File: config.mk
export PLATFORM = sky130hd
export DESIGN_NAME = uart_tx_cfg
export DESIGN_NICKNAME = d
export VERILOG_FILES = /design/src/rtl/uart_tx_cfg.sv
export SDC_FILE = /design/constraint.sdc
export NUM_CORES = 1
export LEC_CHECK = 0
export ABC_AREA = 1
export CAP_MARGIN = 30
export CORE_MARGIN = 10
export CORE_UTILIZATION = 35
export DETAILED_ROUTE_END_ITERATION = 7
export PLACE_DENSITY = 0.53
export SLEW_MARGIN = 15
export SYNTH_ARGS = -nofsm -noshare
export SYNTH_HDL_FRONTEND = slang
export SYNTH_SLANG_ARGS = --single-unit
File: constraint.sdc
create_clock -name clock -period 2 [get_ports clock]
set_clock_uncertainty 0.1 [all_clocks]
set_input_delay 0.3 -clock clock [delete_from_list [all_inputs] [get_ports clock]]
set_output_delay 0.3 -clock clock [all_outputs]
set_load 0.1 [all_outputs]
File: src/rtl/uart_tx_cfg.sv
// rtl/uart_tx_cfg.sv - runtime-configurable UART transmitter
// 5-9 data bits, none/even/odd parity, 1/1.5/2 stop bits, break and mark-after-break.
module uart_tx_cfg #(
  parameter int   OS       = 16,
  parameter logic IDLE_LVL = 1'b1
) (
  input  logic       clock,
  input  logic       reset,
  input  logic       b_tick,
  input  logic       tx_valid,
  input  logic [8:0] tx_data,
  output logic       tx_ready,
  input  logic [3:0] cfg_db,
  input  logic [1:0] cfg_par,
  input  logic [1:0] cfg_stop,
  input  logic       brk,
  output logic       tx,
  output logic       tx_done_tick,
  output logic       busy
);

  localparam int TW = $clog2(OS);

  localparam logic [2:0] S_IDLE   = 3'd0;
  localparam logic [2:0] S_START  = 3'd1;
  localparam logic [2:0] S_DATA   = 3'd2;
  localparam logic [2:0] S_PARITY = 3'd3;
  localparam logic [2:0] S_STOP   = 3'd4;
  localparam logic [2:0] S_BREAK  = 3'd5;
  localparam logic [2:0] S_MAB    = 3'd6;

  logic [2:0]    state_q, state_d;
  logic [TW-1:0] tick_q, tick_d;
  logic [3:0]    bit_q, bit_d;
  logic [8:0]    shreg_q, shreg_d;
  logic [3:0]    db_q, db_d;
  logic          par_en_q, par_en_d;
  logic          par_bit_q, par_bit_d;
  logic [1:0]    stop_q, stop_d;
  logic          tx_q, tx_d;
  logic          done_q, done_d;

  logic [3:0] db_clamped;
  logic [8:0] data_mask;
  logic       tick_end;
  logic       stop_last;
  logic       counting;

  always_comb begin
    if (cfg_db < 4'd5)      db_clamped = 4'd5;
    else if (cfg_db > 4'd9) db_clamped = 4'd9;
    else                    db_clamped = cfg_db;
  end

  assign data_mask = 9'h1FF >> (4'd9 - db_clamped);
  assign tick_end  = b_tick && (tick_q == TW'(OS - 1));
  assign counting  = (state_q == S_START) || (state_q == S_DATA) || (state_q == S_PARITY) ||
                     (state_q == S_STOP)  || (state_q == S_MAB);

  // One-and-a-half stop bits end halfway through the second stop period.
  always_comb begin
    stop_last = 1'b0;
    case (stop_q)
      2'b00:   stop_last = tick_end && (bit_q == 4'd0);
      2'b01:   stop_last = b_tick && (bit_q == 4'd1) && (tick_q == TW'(OS / 2 - 1));
      default: stop_last = tick_end && (bit_q == 4'd1);
    endcase
  end

  always_comb begin
    state_d   = state_q;
    tick_d    = tick_q;
    bit_d     = bit_q;
    shreg_d   = shreg_q;
    db_d      = db_q;
    par_en_d  = par_en_q;
    par_bit_d = par_bit_q;
    stop_d    = stop_q;
    tx_d      = tx_q;
    done_d    = 1'b0;

    if (counting && b_tick) begin
      tick_d = tick_end ? '0 : tick_q + TW'(1);
    end

    case (state_q)
      S_IDLE: begin
        tick_d = '0;
        bit_d  = 4'd0;
        tx_d   = IDLE_LVL;
        if (brk) begin
          state_d = S_BREAK;
          tx_d    = 1'b0;
        end else if (tx_valid) begin
          state_d   = S_START;
          tx_d      = 1'b0;
          shreg_d   = tx_data;
          db_d      = db_clamped;
          par_en_d  = (cfg_par == 2'b01) || (cfg_par == 2'b10);
          par_bit_d = (^(tx_data & data_mask)) ^ (cfg_par == 2'b10);
          stop_d    = cfg_stop;
        end
      end
      S_START: begin
        if (tick_end) begin
          state_d = S_DATA;
          tx_d    = shreg_q[0];
          bit_d   = 4'd0;
        end
      end
      S_DATA: begin
        if (tick_end) begin
          if (bit_q == db_q - 4'd1) begin
            bit_d = 4'd0;
            if (par_en_q) begin
              state_d = S_PARITY;
              tx_d    = par_bit_q;
            end else begin
              state_d = S_STOP;
              tx_d    = IDLE_LVL;
            end
          end else begin
            shreg_d = shreg_q >> 1;
            tx_d    = shreg_q[1];
            bit_d   = bit_q + 4'd1;
          end
        end
      end
      S_PARITY: begin
        if (tick_end) begin
          state_d = S_STOP;
          tx_d    = IDLE_LVL;
          bit_d   = 4'd0;
        end
      end
      S_STOP: begin
        tx_d = IDLE_LVL;
        if (stop_last) begin
          state_d = S_IDLE;
          done_d  = 1'b1;
          tick_d  = '0;
          bit_d   = 4'd0;
        end else if (tick_end) begin
          bit_d = bit_q + 4'd1;
        end
      end
      S_BREAK: begin
        tx_d   = 1'b0;
        tick_d = '0;
        if (!brk) begin
          state_d = S_MAB;
          tx_d    = IDLE_LVL;
        end
      end
      S_MAB: begin
        tx_d = IDLE_LVL;
        if (tick_end) begin
          state_d = S_IDLE;
        end
      end
      default: begin
        state_d = S_IDLE;
        tx_d    = IDLE_LVL;
        tick_d  = '0;
        bit_d   = 4'd0;
      end
    endcase
  end

  always_ff @(posedge clock) begin
    if (reset) begin
      state_q   <= S_IDLE;
      tick_q    <= '0;
      bit_q     <= 4'd0;
      shreg_q   <= 9'd0;
      db_q      <= 4'd0;
      par_en_q  <= 1'b0;
      par_bit_q <= 1'b0;
      stop_q    <= 2'b00;
      tx_q      <= IDLE_LVL;
      done_q    <= 1'b0;
    end else begin
      state_q   <= state_d;
      tick_q    <= tick_d;
      bit_q     <= bit_d;
      shreg_q   <= shreg_d;
      db_q      <= db_d;
      par_en_q  <= par_en_d;
      par_bit_q <= par_bit_d;
      stop_q    <= stop_d;
      tx_q      <= tx_d;
      done_q    <= done_d;
    end
  end

  assign tx_ready     = (state_q == S_IDLE) && !brk;
  assign busy         = (state_q != S_IDLE);
  assign tx           = tx_q;
  assign tx_done_tick = done_q;

endmodule

# ---- Word-level counts from Yosys, hierarchy flattened
# Cells that the tools add are included.
dict set report word_totals {
  reg_bits 30
  input_bits 22
  output_inout_bits 4
  word_cells 115
}
dict set report classes {
  addsub 4
  n_lt_le_gt_ge 2
  eq_ne 26
  n_shift 1
  n_mux 39
  bitwise 5
  n_reduce_logical 28
}
# op n
set op_table {}
lappend op_table {{4-bit two-way mux} 10}
lappend op_table {{9-bit two-way mux} 4}
lappend op_table {{3-bit two-way mux} 10}
lappend op_table {{3-bit case mux with 7 select lines} 1}
lappend op_table {{2-bit inequality test (second input constant)} 9}
lappend op_table {{9-bit case mux with 2 select lines} 1}
lappend op_table {{4-bit case mux with 4 select lines} 1}
lappend op_table {{9-bit bitwise AND} 1}
lappend op_table {{3-bit equality test (second input constant)} 3}
lappend op_table {{1-bit two-way mux} 9}
lappend op_table {{9-bit parity} 1}
lappend op_table {{9-bit by 4-bit right shift with 9-bit output (first input constant)} 1}
lappend op_table {{4-bit by 1-bit adder with 4-bit output (second input constant)} 2}
lappend op_table {{4-bit case mux with 2 select lines} 1}
lappend op_table {{8-bit AND reduction} 1}
lappend op_table {{1-bit logical AND} 7}
lappend op_table {{3-bit by 2-bit equality test with 1-bit output (second input constant)} 2}
lappend op_table {{3-bit inequality test (second input constant)} 2}
lappend op_table {{3-bit AND reduction} 2}
lappend op_table {{2-bit OR reduction} 3}
lappend op_table {{1-bit logical OR} 5}
lappend op_table {{1-bit case mux with 5 select lines} 1}
lappend op_table {{5-bit AND reduction} 1}
lappend op_table {{2-bit by 1-bit equality test with 1-bit output (second input constant)} 2}
lappend op_table {{other kinds (22)} 25}

# ---- Longest topological paths before layout
# Gate-level depths: netlist of the first run.
dict set report depth {
  word_depth 9
  depth_mapped 19
  ltp_nobuf 19
}

# ---- Least setup slack after synthesis of the first run
# Ideal clock, no wire load.
dict set report synth_path {
  path_kind {reg2reg}
  startpoint {register state_q[2]}
  endpoint {register shreg_q[7]}
  setup_time_ns 0.117
  arrival_time_ns 2.956
  required_ns 1.783
  slack_ns -1.173
  stages_incl_launch_ff 10
  path_buffers 1
  period_less_slack_ns 3.173
  path_cell_list {dfxtp_1 > nor2_1 > nand2_1 > nor2_2 > nand2_2 > nand2_2 > o21ai_2 > buf_6 > o21ai_2 > a21oi_1}
}
dict set report synth_via {
  elab_chain_cells 3
}
# element line
set synth_rtl {}
lappend synth_rtl {{start: declaration} 32} ;# logic [2:0] state_q, state_d;
lappend synth_rtl {{start signal: assignment} 183} ;# state_q <= state_d;
lappend synth_rtl {{3-bit by 2-bit equality test with 1-bit output / 3-bit logical NOT (equally long branches)} 86} ;# case (state_q)
lappend synth_rtl {{2-bit inequality test (no line) / 2-bit nonzero test (equally long branches)} n/a}
lappend synth_rtl {{5-bit AND reduction (no line)} n/a}
lappend synth_rtl {{end signal: assignment} 186} ;# shreg_q <= shreg_d;
lappend synth_rtl {{end: declaration} 35} ;# logic [8:0] shreg_q, shreg_d;
# Several ways; a longest one is shown, not always the timed one.
# A chain may end at the register's enable or synchronous reset.

# ---- Worst setup path after layout of the first run
dict set report layout_path {
  startpoint {register db_q[0]}
  endpoint {register shreg_q[4]}
}
dict set report layout_via {
  elab_chain_cells 4
}
# element line
set layout_rtl {}
lappend layout_rtl {{start: declaration} 36} ;# logic [3:0] db_q, db_d;
lappend layout_rtl {{start signal: assignment} 176} ;# db_q <= 4'd0;
lappend layout_rtl {{start signal: assignment} 187} ;# db_q <= db_d;
lappend layout_rtl {{4-bit by 1-bit subtractor with 4-bit output} 113} ;# if (bit_q == db_q - 4'd1) begin
lappend layout_rtl {{4-bit equality test} 113}
lappend layout_rtl {{2-bit inequality test (no line)} n/a}
lappend layout_rtl {{5-bit AND reduction (no line)} n/a}
# Every way passes these cells.

==> results of run 1 <==
## area by class of cell
cell class                 count  area, um2  share of cell area
clock inverter                 1       5.00             0.00168
multi-input combinational    240       1430               0.479
inverter                      59        221              0.0742
tap                           75       93.8              0.0314
sequential                    30        604               0.202
timing repair buffer          61        544               0.182
clock buffer                   7       86.3              0.0289
## worst min-delay path by stage
stage                          start          to  slack, ns
after floorplan           shreg_q[7]  shreg_q[7]       0.32
after global placement    shreg_q[7]  shreg_q[7]       0.33
after detailed placement  shreg_q[5]  shreg_q[5]       0.34
after CTS                 shreg_q[5]  shreg_q[5]       0.35
after global routing      shreg_q[5]  shreg_q[5]       0.38
final                     shreg_q[3]  shreg_q[3]       0.35
## flip-flops by register name, indices dropped and copies added, names as in the netlist
name,count
tx,1
state_q,3
stop_q,2
shreg_q,9
db_q,4
tick_q,4
tx_done_tick,1
par_bit_q,1
par_en_q,1
bit_q,4
## cells in the final DEF, fill, tap and decap left out, types with 4 or more instances in the layout
cell              n
xor2_1            6
nand2_1          71
a21oi_1          31
inv_1            52
o21ai_0          24
ha_1              6
o21ai_2           5
nor2_1           17
inv_2             7
clkbuf_8          6
nor2_4            7
nand3_2           6
nand3_1          19
nand2_2           9
nand2_4           4
dfxtp_1          27
nand4_1           6
clkdlybuf4s50_1  18
buf_4            35
## stage by stage
stage	area, um2	hold slack, ns	setup slack (ns)	utilization	power (mW)
after floorplan	2170	0.322	-0.0720	-	2.14
after global placement	2690	0.335	-0.491	0.454	2.62
after detailed placement	2690	0.344	-0.546	0.454	2.63
after CTS	2910	0.354	0.0729	0.491	3.19
after global routing	2990	0.376	-0.00353	0.504	3.50
final	2990	0.349	0.162	0.504	3.23
## layer usage
layer / track usage / share of wire / up-vias
met4: 0.0408 / 0.019 / 0
met1: 0.129 / 0.45 / 1032
met5: 0 / 0 / -
met3: 0.0303 / 0.036 / 15
met2: 0.210 / 0.49 / 37
li1: - / - / 1198
## worst register-to-register path: cells and delay by family, from the launching register on
family,cells,cell delay [ns]
buffers and inverters,2,0.22
AOI/OAI and AO/OA,2,0.18
DFF,1,0.33
adders and majority gates,1,0.21
xor gates and xnor gates,2,0.36
and+or+nand+nor,3,0.33
## cells by family (layout without fill, tap and decap cells)
family	count (synthesis)	in the layout	share of synthesized area
simple gates	150	150	0.325
buf+inv	65	128	0.120
compound gates	70	71	0.180
xor+xnor	9	9	0.0369
fa+ha+maj	9	9	0.0527
flops	30	30	0.281
mux	1	1	0.00468
## power by group
part	switching [mW]	total (mW)	leakage [nW]	internal (mW)
Clock	0.231	0.509	0.0482	0.277
Combinational	1.14	1.85	1.09	0.707
Sequential	0.111	0.866	0.247	0.755
## repair_timing
action	4_1_cts	5_1_grt
gates cloned	0	1
resized for setup	24	16
setup endpoints to repair	6	18
setup buffers	7	4
pin swaps	13	14
==> impl_metrics.env, run 1 <==
export IMPL_synth_nets=365
export IMPL_worst_path_most_repeated_cell="nand2_2"
export IMPL_dr_total_vias=2282
export IMPL_pins_over_slew_limit=0
export IMPL_crit_reg2reg_capture="shreg_q[4]"
export IMPL_synth_area_top_cells="dfxtp_1 28%, nand2_1 14%, inv_1 9.3%"
export IMPL_initial_utilization=0.361
export IMPL_route_final_wire_length_mm=5.82
export IMPL_clock_sinks=30
export IMPL_drt_pre_antenna_iters=4
export IMPL_min_path_type="reg -> reg"
export IMPL_fillers=612
export IMPL_worstSkewPairLatency_ns=0.29
export IMPL_outcome="finished, final reports clean"
export IMPL_number_of_antenna_violations_at_the_first_check_in_global_routing=0
export IMPL_async_reset_ff_frac=0
export IMPL_global_route_usage_total=0.117
export IMPL_critical_path_cell_chain="inv_1, ha_1, xnor2_1, xor2_1, nand3_2, nand2_2, nand2_2, o21ai_4, buf_4, a21oi_1"
export IMPL_critPathMaxStageDelay_ns=0.33
export IMPL_critical_path_startpoint_type="register"
export IMPL_detail_route_vias_per_cell=4.82
export IMPL_ctsHoldBuffers=0
export IMPL_top_delay_family_on_crit_path="XOR/XNOR gates"
export IMPL_leakagePower_nw=1.38
export IMPL_die_width_um=98.2
export IMPL_detail_route_drc_violations=0
export IMPL_core_area_um2=5920
export IMPL_io_pins=26
export IMPL_grt_remaining_overflow=0
export IMPL_ys_ff_latch=30
export IMPL_critPathBufInv=2
export IMPL_critical_path_depth=10
export IMPL_num_cts_buffers=5
export IMPL_timing_final_setup_violations=0
export IMPL_synth_cell_area_um2=2140
export IMPL_avgSynthCellArea_um2=6.40
export IMPL_max_clock_path_buffers=2
export IMPL_crit_path_end="shreg_q[4]"
export IMPL_synth_top_area_frac=0.281
export IMPL_cp_end_kind="register"
export IMPL_grt_max_degree=18
export IMPL_portBuffers=25
export IMPL_max_slew_headroom=0.701
export IMPL_worstSetupPathType="reg -> reg"
export IMPL_setup_tns_final_ns=0
export IMPL_nets=428
export IMPL_die_footprint_um2=9640
export IMPL_cap_viol_max_count=0
export IMPL_cts_root_buf="clkbuf_8"
export IMPL_endpoint_arrival_time_on_the_critical_path_ns=1.91
export IMPL_antennaDiodeCount=0
export IMPL_chipHeight_um=98.2
export IMPL_post_layout_minimum_cycle_time_ns=1.84
export IMPL_max_freq_ghz=0.544
export IMPL_startpoint="db_q[0]"
export IMPL_hold_crit_depth=2
export IMPL_ant_nets=0
export IMPL_worst_setup_hold_path_clk_slew_ns=0.06
export IMPL_synth_enable_flop_cells=0
export IMPL_synthToLayoutAreaGrowth_pct=39.7
export IMPL_synth_distinct_cells=35
export IMPL_post_synth_top_count_cell="nand2_1"
export IMPL_wl_per_cell_um=12.3
export IMPL_crit_required_ns=2.07
export IMPL_grt_pass1_vias=2232
export IMPL_timing_rr_start="db_q[0]"
export IMPL_globalplace_congestion=0.825
export IMPL_placement_rows=28
export IMPL_timing_critical_path_slowest_stage_cell="dfxtp_1"
export IMPL_final_cells=473
export IMPL_post_dp_hpwl_mm=4.29
export IMPL_crit_path_max_fanout=9
export IMPL_synth_top_flop_cell="dfxtp_1"
export IMPL_power_density_nw_per_um2=1080
export IMPL_yosysSeqAreaShare=0.281
export IMPL_htree_levels=2
export IMPL_yosys_warnings=0
export IMPL_reg2reg_depth=10
export IMPL_layout_drive_gt1_share=0.256
export IMPL_cts_tree="yes"
export IMPL_grt_pass1_wl_mm=9.73
export IMPL_placed_cells=453
export IMPL_finalHoldViolCount=0
export IMPL_finalCritPeriodShare=0.919
export IMPL_list_of_most_frequent_post_synthesis_cells="79 x nand2_1, 53 x inv_1, 32 x a21oi_1"
export IMPL_tightest_slew_ns=0.446
export IMPL_syn_inst_count=334
export IMPL_reg2reg_slack_ns=0.16
export IMPL_iteration_0_drc_count_of_the_detailed_router=80
export IMPL_netlist_top_cell_by_area="dfxtp_1"
export IMPL_vdd_ir_drop_worst_mv=0.704
No activity file was read; power rests on OpenSTA's default activity.
==> inputs of run 2 (changes only) <==
==> constraint.sdc (replaced) <==
create_clock -name clock -period 2 [get_ports clock]
set_clock_uncertainty 0.1 [all_clocks]
set_input_delay 0.4 -clock clock [delete_from_list [all_inputs] [get_ports clock]]
set_output_delay 0.4 -clock clock [all_outputs]
set_load 0.1 [all_outputs]
==> run 2 against run 1 <==
  * First-iteration DRC count is 19% higher
  * Non-clock buffer count down 3
  * Count of clock-buffer cells in the layout unchanged
  * Die area unchanged
  * Via count down 3.8%
  * Flip-flop and latch count is the same
  * Cell area fell by 0.63%
  * Worst setup slack lost 0.11 ns
==> impl_metrics.env, run 2 (synthesized netlist as in run 1, its figures left out) <==
export IMPL_outcome="finished, final reports clean"
export IMPL_max_slew_headroom=0.712
export IMPL_timing_critical_path_slowest_stage_cell="dlygate4sd2_1"
export IMPL_route_final_wire_length_mm=5.39
export IMPL_timing_rr_start="db_q[0]"
export IMPL_iteration_0_drc_count_of_the_detailed_router=95
export IMPL_placement_rows=28
export IMPL_clock_sinks=30
export IMPL_reg2reg_depth=10
export IMPL_wl_per_cell_um=11.5
export IMPL_finalHoldViolCount=0
export IMPL_max_clock_path_buffers=2
export IMPL_largest_reg_flops=9
export IMPL_synthToLayoutAreaGrowth_pct=38.8
export IMPL_reg2reg_slack_ns=0.15
export IMPL_placed_cells=459
export IMPL_portBuffers=25
export IMPL_timing_final_setup_violations=0
export IMPL_grt_pass1_wl_mm=9.37
export IMPL_worst_setup_hold_path_clk_slew_ns=0.06
export IMPL_cts_root_buf="clkbuf_8"
export IMPL_max_freq_ghz=0.514
export IMPL_grt_max_degree=17
export IMPL_power_share_combinational=0.579
export IMPL_critical_path_cell_chain="dlygate4sd2_1, nor2_4, nand2_4, buf_4, inv_1, ha_1, nor2_2, nand3_1, nand2_1, nor2_1, nand2_1, nand2_1, nand2_2, nand2_1, nand2_1, nand2_1, a21oi_2"
export IMPL_io_pins=26
export IMPL_pre_cts_ws_ns=-0.526
export IMPL_crit_path_max_fanout=3
export IMPL_detail_route_drc_violations=0
export IMPL_ant_nets=0
export IMPL_netSwitchingPower_mw=1.48
export IMPL_crit_required_ns=2.06
export IMPL_layout_drive_gt1_share=0.241
export IMPL_cap_viol_max_count=0
export IMPL_hold_crit_depth=2
export IMPL_largest_register="shreg_q"
export IMPL_num_cts_buffers=5
export IMPL_timing_hold_worst_endpoint="shreg_q[7]"
export IMPL_antennaDiodeCount=0
export IMPL_worst_path_most_repeated_cell="nand2_1"
export IMPL_number_of_antenna_violations_at_the_first_check_in_global_routing=0
export IMPL_post_dp_hpwl_mm=4.31
export IMPL_post_layout_total_power_mw=3.27
export IMPL_ctsHoldBuffers=0
export IMPL_grt_remaining_overflow=0
export IMPL_hp_start="shreg_q[7]"
export IMPL_critical_path_startpoint_type="primary input"
export IMPL_min_path_type="reg -> reg"
export IMPL_detail_route_vias_per_cell=4.68
export IMPL_cts_tree="yes"
export IMPL_cp_end_kind="register"
export IMPL_drt_pre_antenna_iters=4
export IMPL_die_width_um=98.2
export IMPL_seqPwrFrac=0.267
export IMPL_nets=424
export IMPL_initial_utilization=0.361
export IMPL_global_route_usage_total=0.112
export IMPL_htree_levels=2
export IMPL_dr_total_vias=2195
export IMPL_layout_setup_ws_ns=0.0554
export IMPL_vdd_ir_drop_worst_mv=0.992
export IMPL_power_density_nw_per_um2=1100
export IMPL_most_common_layout_cells="71 x nand2_1, 50 x inv_1, 31 x buf_4"
export IMPL_startpoint="cfg_db[3]"
export IMPL_final_cells=469
export IMPL_worstSkewPairLatency_ns=0.28
export IMPL_grt_pass1_vias=2067
export IMPL_core_area_um2=5920
export IMPL_die_footprint_um2=9640
export IMPL_chipHeight_um=98.2
export IMPL_leakagePower_nw=1.37
export IMPL_crit_reg2reg_capture="shreg_q[6]"
export IMPL_finalCritPeriodShare=0.972
export IMPL_sw_frac_of_total=0.452
export IMPL_final_common_cell="nand2_1"
export IMPL_worstSetupPathType="in -> reg"
export IMPL_rsz0062_at_grt="yes"
export IMPL_pins_over_slew_limit=0
export IMPL_endpoint_arrival_time_on_the_critical_path_ns=2.00
export IMPL_critPathMaxStageDelay_ns=0.28
export IMPL_post_layout_minimum_cycle_time_ns=1.94
export IMPL_cell_int_power_mw=1.79
export IMPL_clockPowerShare=0.154
export IMPL_tightest_slew_ns=0.429
export IMPL_globalplace_congestion=0.880
-- run 2: power by group through the flow --
| stage | sequential [mW] | clock [mW] | combinational [mW] |
|---|---|---|---|
| finish | 0.874 | 0.503 | 1.90 |
| global route | 0.900 | 0.548 | 2.11 |
| CTS | 0.875 | 0.526 | 1.87 |
| detailed placement | 0.886 | 0 | 1.85 |
| global placement | 0.886 | 0 | 1.85 |
| floorplan | 0.938 | 0 | 1.21 |
-- run 2: worst max-delay path by stage --
stage	end	cells after the start
after floorplan	shreg_q[7]	9
after detailed placement	par_bit_q	17
final	par_bit_q	17
after global routing	par_bit_q	19
after CTS	tick_q[1]	11
after global placement	par_bit_q	19
-- run 2: timing repair --
action,in CTS,in global routing
buffers inserted,0,2
endpoints found under the setup margin,1,20
pin swaps,10,5
gates resized for setup,20,10
-- run 2: final cells by class --
cell class	instances	area, um2
clock buffers	7	86.3
well taps	75	93.8
clock inverters	1	5.00
inverters	59	221
repair buffers	58	542
flip-flops and latches	30	603
fillers	623	2950
multi-input cells	239	1420
-- run 2: critical path, delay by kind of cell --
family	cells	cell delay [ns]
compound gates	1	0.05
simple gates	12	0.82
fa+ha+maj	1	0.21
buf+inv	3	0.50
-- run 2: through the flow --
stage	util	hold WS (ns)	cell area, um2	TNS [ns]
3_3_place_gp	0.469	0.336	2780	-3.74
4_1_cts	0.493	0.345	2920	0
5_1_grt	0.501	0.362	2970	-0.105
3_5_place_dp	0.469	0.336	2780	-3.57
2_1_floorplan	-	0.322	2190	-0.169
6_report	0.501	0.345	2970	0
-- run 2: metal layers --
layer | global-route usage | routed length, um
met2 | 0.182 | 2500
met4 | 0.0485 | 116
met3 | 0.0226 | 149
met1 | 0.140 | 2630
met5 | 0 | 0
